## src/rtl/serial_sub_pkg.sv

```systemverilog
// Shared types and sizing helpers for the serial subtractor engine.
// Optional feature macro: SERIAL_SUB_SAT_EN (unsigned floor saturation).
package serial_sub_pkg;

    typedef enum logic [1:0] {
        ST_IDLE,
        ST_RUN,
        ST_DONE
    } state_t;

    function automatic int calc_steps(input int width, input int bpc);
        return width / bpc;
    endfunction

    function automatic int cnt_width(input int steps);
        return (steps <= 1) ? 1 : $clog2(steps);
    endfunction

endpackage

```

## src/rtl/serial_sub_engine_full_sub_cell.sv

```systemverilog
// One-bit full subtractor cell: d = a - b - bin, bo = borrow out.
module full_sub_cell (
    input  logic a,
    input  logic b,
    input  logic bin,
    output logic d,
    output logic bo
);

    assign d  = a ^ b ^ bin;
    assign bo = (~a & b) | (~(a ^ b) & bin);

endmodule

```

## src/rtl/serial_sub_engine.sv

```systemverilog
// Multi-cycle subtractor retiring BITS_PER_CYCLE bits per cycle, LSB first.
// Define SERIAL_SUB_SAT_EN to floor the result at zero on borrow out.
module serial_sub_engine
    import serial_sub_pkg::*;
#(
    parameter int WIDTH          = 8,
    parameter int BITS_PER_CYCLE = 1
) (
    input  logic             clk,
    input  logic             rst_n,
    input  logic             in_valid,
    output logic             in_ready,
    input  logic [WIDTH-1:0] a,
    input  logic [WIDTH-1:0] b,
    input  logic             bin,
    output logic             out_valid,
    input  logic             out_ready,
    output logic [WIDTH-1:0] diff,
    output logic             bout,
    output logic             busy
);

    localparam int STEPS = calc_steps(WIDTH, BITS_PER_CYCLE);
    localparam int CNT_W = cnt_width(STEPS);

    if (WIDTH < 1 || BITS_PER_CYCLE < 1 || (WIDTH % BITS_PER_CYCLE) != 0) begin : g_bad_cfg
        $error("serial_sub_engine: BITS_PER_CYCLE must divide WIDTH");
    end

    state_t state;
    state_t state_nxt;

    logic [WIDTH-1:0]          a_sh;
    logic [WIDTH-1:0]          b_sh;
    logic                      brw;
    logic [CNT_W-1:0]          cnt;
    logic [BITS_PER_CYCLE:0]   chain;
    logic [BITS_PER_CYCLE-1:0] cell_d;
    logic [WIDTH-1:0]          shifted;
    logic [WIDTH-1:0]          diff_nxt;
    logic                      last;

    assign chain[0] = brw;
    assign last     = (cnt == CNT_W'(STEPS - 1));

    for (genvar i = 0; i < BITS_PER_CYCLE; i++) begin : g_cell
        full_sub_cell u_cell (
            .a   (a_sh[i]),
            .b   (b_sh[i]),
            .bin (chain[i]),
            .d   (cell_d[i]),
            .bo  (chain[i+1])
        );
    end

    // New result bits enter from the MSB side so the LSB slice lands at bit 0 last.
    if (STEPS == 1) begin : g_one
        assign shifted = cell_d;
    end else begin : g_many
        assign shifted = {cell_d, diff[WIDTH-1:BITS_PER_CYCLE]};
    end

    always_comb begin
        diff_nxt = shifted;
`ifdef SERIAL_SUB_SAT_EN
        if (last && chain[BITS_PER_CYCLE]) begin
            diff_nxt = '0;
        end
`endif
    end

    always_ff @(posedge clk or negedge rst_n) begin
        if (!rst_n) begin
            state <= ST_IDLE;
        end else begin
            state <= state_nxt;
        end
    end

    always_comb begin
        state_nxt = state;
        in_ready  = 1'b0;
        out_valid = 1'b0;
        busy      = 1'b0;
        unique case (state)
            ST_IDLE: begin
                in_ready = 1'b1;
                if (in_valid) begin
                    state_nxt = ST_RUN;
                end
            end
            ST_RUN: begin
                busy = 1'b1;
                if (last) begin
                    state_nxt = ST_DONE;
                end
            end
            ST_DONE: begin
                busy      = 1'b1;
                out_valid = 1'b1;
                if (out_ready) begin
                    state_nxt = ST_IDLE;
                end
            end
            default: state_nxt = ST_IDLE;
        endcase
    end

    always_ff @(posedge clk or negedge rst_n) begin
        if (!rst_n) begin
            a_sh <= '0;
            b_sh <= '0;
            brw  <= 1'b0;
            cnt  <= '0;
            diff <= '0;
            bout <= 1'b0;
        end else if (state == ST_IDLE && in_valid) begin
            a_sh <= a;
            b_sh <= b;
            brw  <= bin;
            cnt  <= '0;
        end else if (state == ST_RUN) begin
            a_sh <= a_sh >> BITS_PER_CYCLE;
            b_sh <= b_sh >> BITS_PER_CYCLE;
            brw  <= chain[BITS_PER_CYCLE];
            cnt  <= cnt + CNT_W'(1);
            diff <= diff_nxt;
            if (last) begin
                bout <= chain[BITS_PER_CYCLE];
            end
        end
    end

endmodule

```

## config.mk

```make
export PLATFORM = sky130hd
export DESIGN_NAME = serial_sub_engine
export DESIGN_NICKNAME = d
export VERILOG_FILES = /design/src/rtl/serial_sub_pkg.sv /design/src/rtl/serial_sub_engine_full_sub_cell.sv /design/src/rtl/serial_sub_engine.sv
export SDC_FILE = /design/constraint.sdc
export NUM_CORES = 1
export LEC_CHECK = 0
export CORE_MARGIN = 2
export CORE_UTILIZATION = 53
export CTS_CLUSTER_SIZE = 16
export DETAILED_ROUTE_END_ITERATION = 12
export GPL_ROUTABILITY_DRIVEN = 0
export HOLD_SLACK_MARGIN = 0.03
export PLACE_DENSITY = 0.84
export SYNTH_ARGS = -nofsm -noshare
export SYNTH_HDL_FRONTEND = slang
export SYNTH_HIERARCHICAL = 1
export SYNTH_SLANG_ARGS = --single-unit
```

## constraint.sdc

```tcl
create_clock -name clk -period 4.95 [get_ports clk]
set_input_delay 1.2375 -clock clk [delete_from_list [all_inputs] [get_ports clk]]
set_output_delay 1.2375 -clock clk [all_outputs]
set_load 0.02 [all_outputs]
```

==> results.sh <==
export IMPL_outcome="finished, final reports clean"
export IMPL_cts_made_buffers=5
export IMPL_synth_avg_cell_area_um2=11.4
export IMPL_synthesis_instances=126
export IMPL_ys_warn_count=6
export IMPL_portBuffers=32
export IMPL_start_util=0.569
export IMPL_via_per_inst=5.25
export IMPL_relSlewSlack=0.297
export IMPL_ctsHoldBuffers=0
export IMPL_synthesis_area_um2=1440
export IMPL_root_buffer="clkbuf_4"
export IMPL_rows=18
export IMPL_grt_use_total=0.174
export IMPL_crit_arrival_ns=1.65
export IMPL_grt_max_degree=39
export IMPL_leakage_uw=0.000819
export IMPL_max_cap_viol_count=0
export IMPL_design_area_um2=1830
export IMPL_finalHoldViolations=0
export IMPL_cts_resized=0
export IMPL_drc=0
export IMPL_dpl_cell_area_um2=1770
export IMPL_critPathLaunchType="register"
export IMPL_dpl_hpwl_um=1860
export IMPL_clkLatencyLatePin_ns=0.32
export IMPL_io_pins=33
export IMPL_tightest_slew_ns=1.05
export IMPL_drive_above_1_share=0.126
export IMPL_wire_per_inst_um=13.3
export IMPL_synth_cell_types=15
export IMPL_clk_path_buf_depth=2
export IMPL_fin_skew_ns=0.00372
export IMPL_nNetsFinal=187
export IMPL_clk_pin_slew_ns=0.09
export IMPL_first_pass_iters=4
export IMPL_path_class="register to output port"
export IMPL_die_y_um=56.1
export IMPL_coreArea_um2=2520
export IMPL_finalCriticalPeriod_ns=2.89
export IMPL_ys_seq_area_frac=0.540
export IMPL_rsz0062_at_grt="no"
export IMPL_setup_viol=0
export IMPL_path_max_fanout=3
export IMPL_grt_overflow=0
export IMPL_setup_worst_path_end_class="output port"
export IMPL_fmax_ghz=0.346
export IMPL_htree_levels=2
export IMPL_p_per_area_nw_per_um2=640
export IMPL_layout_area_overhead_vs_synth_pct=27.4
export IMPL_power_uw=1170
export IMPL_syn_num_nets=154
export IMPL_hold_path_class="register to register"
export IMPL_grt_pass1_wl_um=4220
export IMPL_die_area_um2=3140
export IMPL_finalWirelength_um=2520
export IMPL_fin_tns_setup_ns=0
export IMPL_antenna_found_initial=0
export IMPL_vias=993
export IMPL_postCtsSetupBuffers=0
export IMPL_holdWs_ns=0.532
export IMPL_n_antenna_cell=0
export IMPL_mostFrequentLayoutCells="32 x clkdlybuf4s50_1, 31 x dfrtp_1, 18 x nand2_1"
export IMPL_cts_tree="done"
export IMPL_synth_seq_cells=31
export IMPL_die_x_um=56.1
export IMPL_ir_worst_vdd_mv=0.467
export IMPL_drt_iter0_markers=17
export IMPL_final_common_cell="clkdlybuf4s50_1"
export IMPL_grt_pass1_vias=997
export IMPL_crit_required_ns=3.71
export IMPL_ant_nets=0
export IMPL_slew_violations=0
export IMPL_cts_sinks=31
export IMPL_finalCritPeriodShare=0.584
## synth_stat cells
cell type  instances  area, µm²
mux2_2            11        124
mux2i_1           17        170
nand2_1           18       67.6
dfrtp_1           31        776
and2_1             1       6.26
o21ai_0           17       85.1
nand2b_1           2       12.5
nor2_1             4       15.0
clkbuf_1           3       11.3
fa_1               1       20.0
ha_1               6       75.1
inv_1              8       30.0
buf_2              5       25.0
a222oi_1           1       10.0
xnor2_1            1       8.76
## cells by family (layout without fill, tap and decap cells)
group,Yosys count,count (layout),synth area share
compound gates,18,18,0.0662
xor+xnor,1,1,0.00610
fa+ha+maj,7,7,0.0662
buf+inv,16,49,0.0462
flops,31,31,0.540
mux,28,28,0.205
simple gates,25,25,0.0706
## state kept, by name, summed over array words and instances, names as in the netlist
signal	flops
b_sh	8
bout	1
a_sh	8
state	2
diff	8
cnt	3
brw	1
## metrics by stage
step	cells	worst slack, ns	utilization
floorplan	126	2.83	-
global placement	182	1.90	0.703
detailed placement	182	1.83	0.703
CTS	189	2.04	0.725
global route	189	1.98	0.725
finish	189	2.06	0.725
## final timing paths
path / start / endpoint / slack, ns / cells past startpoint
setup / recovery: state[1] / busy / 2.06 / 3
min in group asynchronous: rst_n / b_sh[4] / 1.30 / 2
hold / removal: diff[0] / diff[0] / 0.53 / 1
max in group asynchronous: rst_n / diff[6] / 3.37 / 2
setup reg to reg: state[1] / state[0] / 2.75 / 5
hold reg to reg: diff[0] / diff[0] / 0.53 / 1
## worst max-delay path: stages (launching register included)
cell and delay (ns):
dfrtp_1 0.38, inv_1 0.08, ha_1 0.28, clkdlybuf4s50_1 0.59
## where the power goes
group / switching (µW) / internal (µW)
Clock: 80.2 / 65.7
Sequential: 76.4 / 380
Combinational: 276 / 293
Total: 432 / 738
## cell type report
class / instances / area [µm²]
Clock buffer: 6 / 51.3
Timing Repair Buffer: 34 / 335
Multi-Input combinational cell: 79 / 594
Tap cell: 30 / 37.5
Inverter: 8 / 30.0
Sequential cell: 31 / 776
Fill cell: 189 / 693
Clock inverter: 1 / 5.00
## layer usage
metal  GRT usage  share of wire  vias to the layer above
met1       0.198           0.43                      479
met4      0.0714          0.015                        0
met5           0              0                        -
met2       0.304           0.50                       28
li1            -              -                      481
met3      0.0488          0.055                        5
Note: power is estimated with default switching activity, not from simulation.
